`src/rtl/nand_page_buf_reader.sv`:
```
// -----------------------------------------------------------------------------
// nand_page_buf_reader
//
// Read-side streamer for the 1024x32 two-port NAND page buffer. On a start
// command it fetches words from the buffer's registered read port and emits
// them as a byte stream, least significant byte first.
//
// Ports:
//   CLK, RST      clock (rising edge) and synchronous active-high reset
//   start         one-cycle command pulse, only honoured while idle
//   base_addr     first word address, captured with start
//   byte_count    bytes to emit, captured with start (0 = none, clamped to
//                 MAX_BYTES)
//   busy          high from the cycle after an accepted start until done
//   done          one-cycle completion pulse
//   RADDR         registered read address to the page buffer
//   RD            page buffer read data, valid one cycle after RADDR
//   m_data        stream byte
//   m_valid       stream byte valid
//   m_ready       downstream accept
//   m_last        final byte of the command
//   csum          (NAND_PAGE_RD_CHECKSUM_EN only) XOR of every byte accepted
//                 in the current command
//
// Optional feature macro: NAND_PAGE_RD_CHECKSUM_EN adds the csum output.
//
// Stream handshake: a byte transfers on a rising edge where m_valid and
// m_ready are both high. Once m_valid is raised, m_data, m_last and m_valid
// stay unchanged until that transfer happens; m_valid never depends on
// m_ready.
// -----------------------------------------------------------------------------
module nand_page_buf_reader #(
  parameter int ADDR_W    = 10,
  parameter int MAX_BYTES = 2112
) (
  input  logic              CLK,
  input  logic              RST,
  input  logic              start,
  input  logic [ADDR_W-1:0] base_addr,
  input  logic [11:0]       byte_count,
  output logic              busy,
  output logic              done,
  output logic [ADDR_W-1:0] RADDR,
  input  logic [31:0]       RD,
  output logic [7:0]        m_data,
  output logic              m_valid,
  input  logic              m_ready,
  output logic              m_last
`ifdef NAND_PAGE_RD_CHECKSUM_EN
  ,
  output logic [7:0]        csum
`endif
);

  typedef enum logic [1:0] {
    S_IDLE   = 2'd0,
    S_FETCH  = 2'd1,
    S_STREAM = 2'd2,
    S_DONE   = 2'd3
  } state_t;

  localparam logic [11:0] MAX_CNT = 12'(MAX_BYTES);

  state_t            r_state;
  logic              r_busy;
  logic              r_done;
  logic [ADDR_W-1:0] r_raddr;
  logic [11:0]       r_remain;      // bytes still to hand over
  logic [11:0]       r_words_left;  // words still to issue on RADDR
  logic [31:0]       r_shift;       // word being serialised
  logic              r_shift_vld;
  logic [1:0]        r_byte_idx;    // byte position inside r_shift word
  logic [31:0]       r_pf;          // one-word prefetch holding register
  logic              r_pf_vld;
  // Read pipeline tracking: r_iss marks a cycle in which RADDR carries a
  // freshly issued address; r_rdv marks the following cycle, when RD holds
  // that word and must be captured.
  logic              r_iss;
  logic              r_rdv;
`ifdef NAND_PAGE_RD_CHECKSUM_EN
  logic [7:0]        r_csum;
`endif

  logic [11:0] w_cnt_clamp;
  logic [12:0] w_cnt_sum;
  logic [11:0] w_words_m1;
  logic        w_active;
  logic        w_hs;
  logic        w_word_end;
  logic        w_final;
  logic [2:0]  w_occ;
  logic        w_issue;
  logic        w_shift_free;

  always_comb begin
    w_cnt_clamp  = (byte_count > MAX_CNT) ? MAX_CNT : byte_count;
    // Words needed = ceil(bytes/4); the first one is issued with start.
    w_cnt_sum    = {1'b0, w_cnt_clamp} + 13'd3;
    w_words_m1   = 12'(w_cnt_sum >> 2) - 12'd1;
    w_active     = (r_state == S_FETCH) || (r_state == S_STREAM);
    w_hs         = r_shift_vld && m_ready;
    w_word_end   = w_hs && (r_byte_idx == 2'd3);
    w_final      = w_hs && (r_remain == 12'd1);
    // Words either in flight or parked; the shift register and the prefetch
    // register give room for two, so never let more than two be owed.
    w_occ        = {2'b00, r_iss} + {2'b00, r_rdv} +
                   {2'b00, r_pf_vld} + {2'b00, r_shift_vld};
    w_issue      = w_active && !w_final && (r_words_left != 12'd0) &&
                   (w_occ < 3'd2);
    w_shift_free = !r_shift_vld || w_word_end;
  end

  always_ff @(posedge CLK) begin
    if (RST) begin
      r_state      <= S_IDLE;
      r_busy       <= 1'b0;
      r_done       <= 1'b0;
      r_raddr      <= '0;
      r_remain     <= '0;
      r_words_left <= '0;
      r_shift      <= '0;
      r_shift_vld  <= 1'b0;
      r_byte_idx   <= '0;
      r_pf         <= '0;
      r_pf_vld     <= 1'b0;
      r_iss        <= 1'b0;
      r_rdv        <= 1'b0;
`ifdef NAND_PAGE_RD_CHECKSUM_EN
      r_csum       <= '0;
`endif
    end else begin
      case (r_state)
        S_IDLE: begin
          r_done <= 1'b0;
          if (start) begin
            r_busy <= 1'b1;
`ifdef NAND_PAGE_RD_CHECKSUM_EN
            r_csum <= '0;
`endif
            if (w_cnt_clamp == 12'd0) begin
              r_state <= S_DONE;
              r_done  <= 1'b1;
            end else begin
              r_state      <= S_FETCH;
              r_raddr      <= base_addr;
              r_remain     <= w_cnt_clamp;
              r_words_left <= w_words_m1;
              r_iss        <= 1'b1;
              r_rdv        <= 1'b0;
              r_shift_vld  <= 1'b0;
              r_pf_vld     <= 1'b0;
              r_byte_idx   <= '0;
            end
          end
        end

        S_FETCH, S_STREAM: begin
          if (w_final) begin
            // Last byte accepted: anything prefetched or still in flight
            // belongs to unused word tail or beyond and is dropped.
            r_state      <= S_DONE;
            r_done       <= 1'b1;
            r_remain     <= '0;
            r_words_left <= '0;
            r_shift_vld  <= 1'b0;
            r_pf_vld     <= 1'b0;
            r_iss        <= 1'b0;
            r_rdv        <= 1'b0;
`ifdef NAND_PAGE_RD_CHECKSUM_EN
            r_csum       <= r_csum ^ r_shift[7:0];
`endif
          end else begin
            r_rdv <= r_iss;
            r_iss <= w_issue;
            if (w_issue) begin
              r_raddr      <= r_raddr + ADDR_W'(1);
              r_words_left <= r_words_left - 12'd1;
            end

            if (w_hs) begin
              r_remain   <= r_remain - 12'd1;
              r_shift    <= {8'h00, r_shift[31:8]};
              r_byte_idx <= r_byte_idx + 2'd1;
`ifdef NAND_PAGE_RD_CHECKSUM_EN
              r_csum     <= r_csum ^ r_shift[7:0];
`endif
            end

            // Refill order: prefetched word first, then the word arriving
            // on RD this cycle; a word arriving while the shift register is
            // still busy is parked in the prefetch register.
            if (w_shift_free) begin
              if (r_pf_vld) begin
                r_shift     <= r_pf;
                r_shift_vld <= 1'b1;
                r_byte_idx  <= '0;
                r_pf_vld    <= r_rdv;
                if (r_rdv) begin
                  r_pf <= RD;
                end
                r_state     <= S_STREAM;
              end else if (r_rdv) begin
                r_shift     <= RD;
                r_shift_vld <= 1'b1;
                r_byte_idx  <= '0;
                r_state     <= S_STREAM;
              end else begin
                r_shift_vld <= 1'b0;
              end
            end else if (r_rdv) begin
              r_pf     <= RD;
              r_pf_vld <= 1'b1;
            end
          end
        end

        S_DONE: begin
          r_done  <= 1'b0;
          r_busy  <= 1'b0;
          r_state <= S_IDLE;
        end

        default: begin
          r_state <= S_IDLE;
        end
      endcase
    end
  end

  assign busy    = r_busy;
  assign done    = r_done;
  assign RADDR   = r_raddr;
  assign m_data  = r_shift[7:0];
  assign m_valid = r_shift_vld;
  assign m_last  = r_shift_vld && (r_remain == 12'd1);
`ifdef NAND_PAGE_RD_CHECKSUM_EN
  assign csum    = r_csum;
`endif

endmodule

```
`config.mk`:
```
export PLATFORM = sky130hd
export DESIGN_NAME = nand_page_buf_reader
export DESIGN_NICKNAME = d
export VERILOG_FILES = /design/src/rtl/nand_page_buf_reader.sv
export SDC_FILE = /design/constraint.sdc
export NUM_CORES = 1
export LEC_CHECK = 0
export BUFFER_PORTS_ARGS = -buffer_cell sky130_fd_sc_hd__buf_2
export CAP_MARGIN = 40
export CORE_AREA = 2 2 102 104
export CTS_CLUSTER_SIZE = 25
export DETAILED_ROUTE_END_ITERATION = 12
export DIE_AREA = 0 0 104 106
export PLACE_DENSITY = 0.9
export RECOVER_POWER = 25
export SKIP_CTS_REPAIR_TIMING = 1
export SLEW_MARGIN = 0
export SYNTH_ARGS = -nofsm -noshare
export SYNTH_HDL_FRONTEND = slang
export SYNTH_SLANG_ARGS = --single-unit
```
`constraint.sdc`:
```
create_clock -name CLK -period 3.9 [get_ports CLK]
set_input_delay 0.39 -clock CLK [delete_from_list [all_inputs] [get_ports CLK]]
set_output_delay 0.39 -clock CLK [all_outputs]
set_load 0.1 [all_outputs]
```
== Word-level counts from Yosys, hierarchy flattened ==
Index checks and enable logic that the tools add are counted.

* Bitwise operators: 1
* Add/sub/neg operators: 9
* Multiplexer cells: 62
* $lt $le $gt $ge: 2
* Reduce and logical (&&, ||, !) cells: 28
* Eq/ne operators: 16

{| class="wikitable"
|+ Operators with widths
! cell !! number
|-
| $mux 32 || 7
|-
| $mux 12 || 9
|-
| $pmux 12 s2 || 2
|-
| $mux 10 || 4
|-
| $mux 2 || 13
|-
| $sub 12x1->12 const B || 2
|-
| $pmux 10 s2 || 1
|-
| $reduce_and 4->1 || 5
|-
| $mux 1 || 18
|-
| $add 12x2->13 const B || 1
|-
| $eq 12x1->1 const B || 1
|-
| $gt 12x12->1 const B || 1
|-
| $logic_not 12->1 || 1
|-
| $ne 2x2->1 const B || 6
|-
| $reduce_bool 12->1 || 1
|-
| $sub 11x1->12 const B || 1
|-
| $add 10x1->10 const B || 1
|-
| $pmux 1 s2 || 5
|-
| $ne 3x3->1 const B || 3
|-
| $reduce_and 3->1 || 3
|-
| $ne 4x4->1 const B || 2
|-
| $logic_and 1x1->1 || 7
|-
| $eq 2x2->1 const B || 3
|-
| $pmux 2 s3 || 1
|-
| other kinds (16) || 20
|}

* Input port bits: 58
* Output and inout port bits: 22
* Register bits after elaboration: 108

== Logic depth before layout (Yosys ltp) ==
* Depth in word-level cells: 9
* Gate-level depth with buffers: 11
* Gate-level depth less buffers: 10

== Least setup slack after synthesis ==
Ideal clock, no wire load.

* Kind: reg2out
* Start: register r_remain[4]
* End: output port m_last
* Slack: 0.117 ns
* Stages on the path, launching flop included: 5
* Data required time: 3.510 ns
* Arrival time: 3.393 ns
* Buffers on the path: 1
* Cell sequence: dfxtp_1 -> or4_1 -> buf_2 -> or2_2 -> nor3_1

* Word-level cells in the longest chain between the ends: 2

{| class="wikitable"
|+ Ends and longest elaborated chain
! what !! RTL line !! RTL
|-
| start, declared || 68 || <nowiki>logic [11:0] r_remain;</nowiki>
|-
| start signal, assigned || 146 || <nowiki>r_remain <= w_cnt_clamp;</nowiki>
|-
| start signal, assigned || 181 || <nowiki>r_remain <= r_remain - 12'd1;</nowiki>
|-
| $eq 12x1->1 || 235 || <nowiki>assign m_last = r_shift_vld && (r_remain == 12'd1);</nowiki>
|-
| $logic_and 1x1->1 || 235 ||
|-
| end, declared || 48 || <nowiki>output logic m_last</nowiki>
|}

No other way between the ends.

== Worst setup path in the final report ==
* Start: register r_shift_vld, in the netlist m_valid
* End: register r_raddr[0], in the netlist RADDR[0]

* Word-level cells in the longest chain between the ends: 8
* Elaborated cells between the ends (all ways): 11
* Those cells by class: add/sub (1); order compare (1); eq/ne (2); reduce/logical (7)

{| class="wikitable"
|+ Ends and longest elaborated chain
! what !! RTL line !! RTL
|-
| start, declared || 71 || <nowiki>logic r_shift_vld;</nowiki>
|-
| start signal, assigned || 122 || <nowiki>r_shift_vld <= 1'b0;</nowiki>
|-
| start signal, assigned || 150 || <nowiki>r_shift_vld <= 1'b0;</nowiki>
|-
| start signal, assigned || 165 || <nowiki>r_shift_vld <= 1'b0;</nowiki>
|-
| branches (longest 7 deep; another with $add 3x1->3) || -- ||
|-
| $reduce_and 5->1 (no source line) (*) || -- ||
|-
| end signal, assigned || 145 || <nowiki>r_raddr <= base_addr;</nowiki>
|-
| end signal, assigned || 176 || <nowiki>r_raddr <= r_raddr + ADDR_W'(1);</nowiki>
|-
| end, declared || 67 || <nowiki>logic [ADDR_W-1:0] r_raddr;</nowiki>
|}

Mark *: on every way between the ends.
A chain may end at the register's enable or synchronous reset.

==> flow_summary.yaml <==
cells_and_area:
  num-nets-final: 888
  area_growth_pct: 8.684
  drive_gt1_frac: 0.1236
  n_fill_cell: 881
  final_cells: 961
  n_antenna_cell: 0
worst_setup_path:
  r2r_cells: 8
  crit_type: "reg -> reg"
  cp-endpoint: "RADDR[0]"
  crit_path_start_kind: "register"
  cp_data_required_time_ns: 4.21
  worst-path-stages: 8
  rrSetupSlack_ns: 0.90
  crit_arrival_ns: 3.30
  crit_start: "m_valid"
  path_delay_family: "compound AO/OA/AOI/OAI gates"
  worstReg2RegEnd: "RADDR[0]"
  r2r-start: "m_valid"
  crit_fanout: 20
  cp_slowest_cell: "a221o_1"
  endpoint_kind: "register"
  critPathMaxStageDelay_ns: 0.56
  crit_buf_inv: 1
  cp_cell_sequence: "inv_1, fa_1, nand2b_1, nand2_1, a311o_1, a221o_1, or3_1, a21oi_1"
synthesis:
  synth_fp_nets: 851
  synth_cell_types: 65
  ys.warnings.count: 0
  synth-seq-area-share: 0.3531
  syn_area_mm2: 0.006123
  ys_ff_latch: 108
  synth_edf_count: 0
  syn_area_per_cell_um2: 7.820
  synth_top_flop_cell: "dfxtp_1"
  synth_cells: 783
  synthArstFlopShare: 0
drt:
  routedWlPerCell_um: 17.19
  drc: 0
  viasPerCell: 6.413
  num_vias: 6163
  drtAntennaViolNets: 0
  routed_wl_um: 16520
  first_pass_iters: 6
  drt_iter0_markers: 580
power:
  ir_worst_vdd_mv: 0.5709
  powerDensity_mw_per_mm2: 814.9
  p_leak_nw: 2.346
floorplanning:
  io_pins: 80
  start_util: 0.6124
  dieWidth_um: 104
  rows: 37
  die_height_um: 106
  die-area_mm2: 0.01102
  coreArea_mm2: 0.01000
sta:
  max_freq_ghz: 0.3336
  relSlewSlack: 0.1902
  rsz0062_at_grt: "no"
  setup_viol: 0
  slew_viol_final: 0
  fin_crit_ns: 2.997
  finalHoldViolCount: 0
  worst_hold_slack_ns: 0.2491
  max_slew.worst_pin.slew_ns: 1.220
  fin_worst_skew_ns: 0.01097
  min_period_over_period: 0.7685
  finalSetupTns_ns: 0
placement:
  io_buffer_count: 79
  dp.cells: 945
  hpwlAfterDp_um: 11460
  gp_congestion: 0.9101
cts:
  cts_tree: "built"
  htree_levels: 3
  path_clk_slew_ns: 0.11
  numCtsBuffers: 9
  cts.sinks: 108
  max-clock-path-buffers: 2
  root_buffer: "clkbuf_8"
  clk_latency_ns: 0.38
global_routing:
  grt_pass1_wl_um: 27310
  grt_max_degree: 59
  overflow: 0
  grt_antenna_before_repair: 0
  first_global_vias: 5873
  gr-usage-all-layers: 0.2999
min_path:
  min_path_type: "in -> reg"
status:
  status: "completed"
run:
  drv_cap: 0
## cell usage after synthesis, types with 3 or more instances
master	instances	area [um^2]
buf_4	9	67.56
nand4_1	3	18.77
xnor2_1	8	70.07
xor2_1	3	26.28
o22ai_1	9	56.30
and2_1	3	18.77
o32ai_1	10	87.58
a31oi_1	5	31.28
or2_2	8	50.05
nand3b_1	3	22.52
or3_1	38	237.7
a41oi_1	3	26.28
buf_6	4	45.04
dfxtp_1	108	2162
nor4_1	8	50.05
o21ai_0	68	340.3
a2111oi_0	26	227.7
inv_1	16	60.06
and3_1	3	18.77
a221oi_1	3	26.28
o21a_1	3	22.52
clkbuf_1	44	165.2
nor2b_1	4	25.02
a21oi_1	53	265.3
a211oi_1	17	127.6
a32oi_1	4	35.03
nand2_1	45	168.9
or4_1	7	52.55
ha_1	9	112.6
buf_2	8	40.04
nor2_1	133	499.2
nand3_1	12	60.06
mux2i_1	36	360.4
nor3_1	26	130.1
a22oi_1	3	22.52
## per-stage QoR
step	total power, mW	instance area (um^2)	worst slack, ns	util
2_1_floorplan	4.112	6123	0.1170	-
3_3_place_gp	4.581	6465	0.9653	0.6465
3_5_place_dp	4.689	6485	0.8775	0.6485
4_1_cts	5.387	6683	0.9201	0.6683
5_1_grt	5.769	6655	0.7022	0.6655
6_report	5.423	6655	0.9028	0.6655
## state kept, by name, indices dropped and copies added (netlist names)
name          count
r_remain         12
r_iss             1
done              1
r_rdv             1
r_words_left     12
r_pf_vld          1
m_valid           1
RADDR            10
r_shift          32
r_byte_idx        2
r_pf             32
busy              1
r_state           2
## cell type report
type,count,area [um^2],area share
clock buffers,10,127.6,0.01918
repair buffers,92,478.0,0.07182
well taps,136,170.2,0.02557
multi-input cells,593,3587,0.5390
inverters,16,60.06,0.009024
flip-flops and latches,108,2162,0.3249
clock inverters,6,70.07,0.01053
## per-layer routing
metal | global-route usage | vias to the layer above | wire [um]
met3 | 0.05457 | 40 | 1092
li1 | - | 2947 | -
met2 | 0.5320 | 289 | 8236
met4 | 0.1110 | 0 | 380
met1 | 0.3634 | 2887 | 6814
met5 | 0 | - | 0
## layout by cell type (no fill, tap or decap), types with 4 or more instances in the layout
cell,count
nand2_1,45
buf_4,12
a2111oi_0,26
nor2_1,133
a211oi_1,17
clkbuf_8,9
or2_2,8
nand3_1,12
or4_1,7
o22ai_1,8
mux2i_1,36
ha_1,9
a21oi_1,53
inv_1,16
dfxtp_1,108
nor4_1,8
xnor2_1,8
nor3_1,26
or3_1,38
a31oi_1,5
nor2b_1,4
o32ai_1,10
buf_2,57
a32oi_1,4
o21ai_0,68
clkbuf_1,23
## worst min-delay path by stage
stage                    to    startpoint  cells past startpoint  slack, ns
2_1_floorplan  r_remain[10]  r_remain[10]                      2       0.45
3_3_place_gp   r_remain[10]  r_remain[10]                      2       0.46
3_5_place_dp          r_iss         r_iss                      2       0.47
4_1_cts            r_pf[22]        RD[22]                      3       0.24
5_1_grt            r_pf[23]        RD[23]                      3       0.25
6_report           r_pf[22]        RD[22]                      3       0.25
## worst min-delay path: cells and delay by family
kind                   cells  cell delay [ns]
buffers and inverters      1             0.08
multiplexers               1             0.06
AND/OR/NAND/NOR            1             0.07
## where the power goes
part	switching [mW]	leakage, nW	internal, mW
registers	0.237	0.882	1.37
logic	2.19	1.37	0.928
clock network	0.393	0.0948	0.303
## logic make-up after synthesis
logic type	count (synthesis)	share of synthesized area
compound gates	231	0.2493
fa+ha+maj	10	0.02166
mux	37	0.06069
flops	108	0.3531
buf+inv	82	0.06232
simple gates	304	0.2372
xor+xnor	11	0.01573
Power figures use the tool's default switching activity.
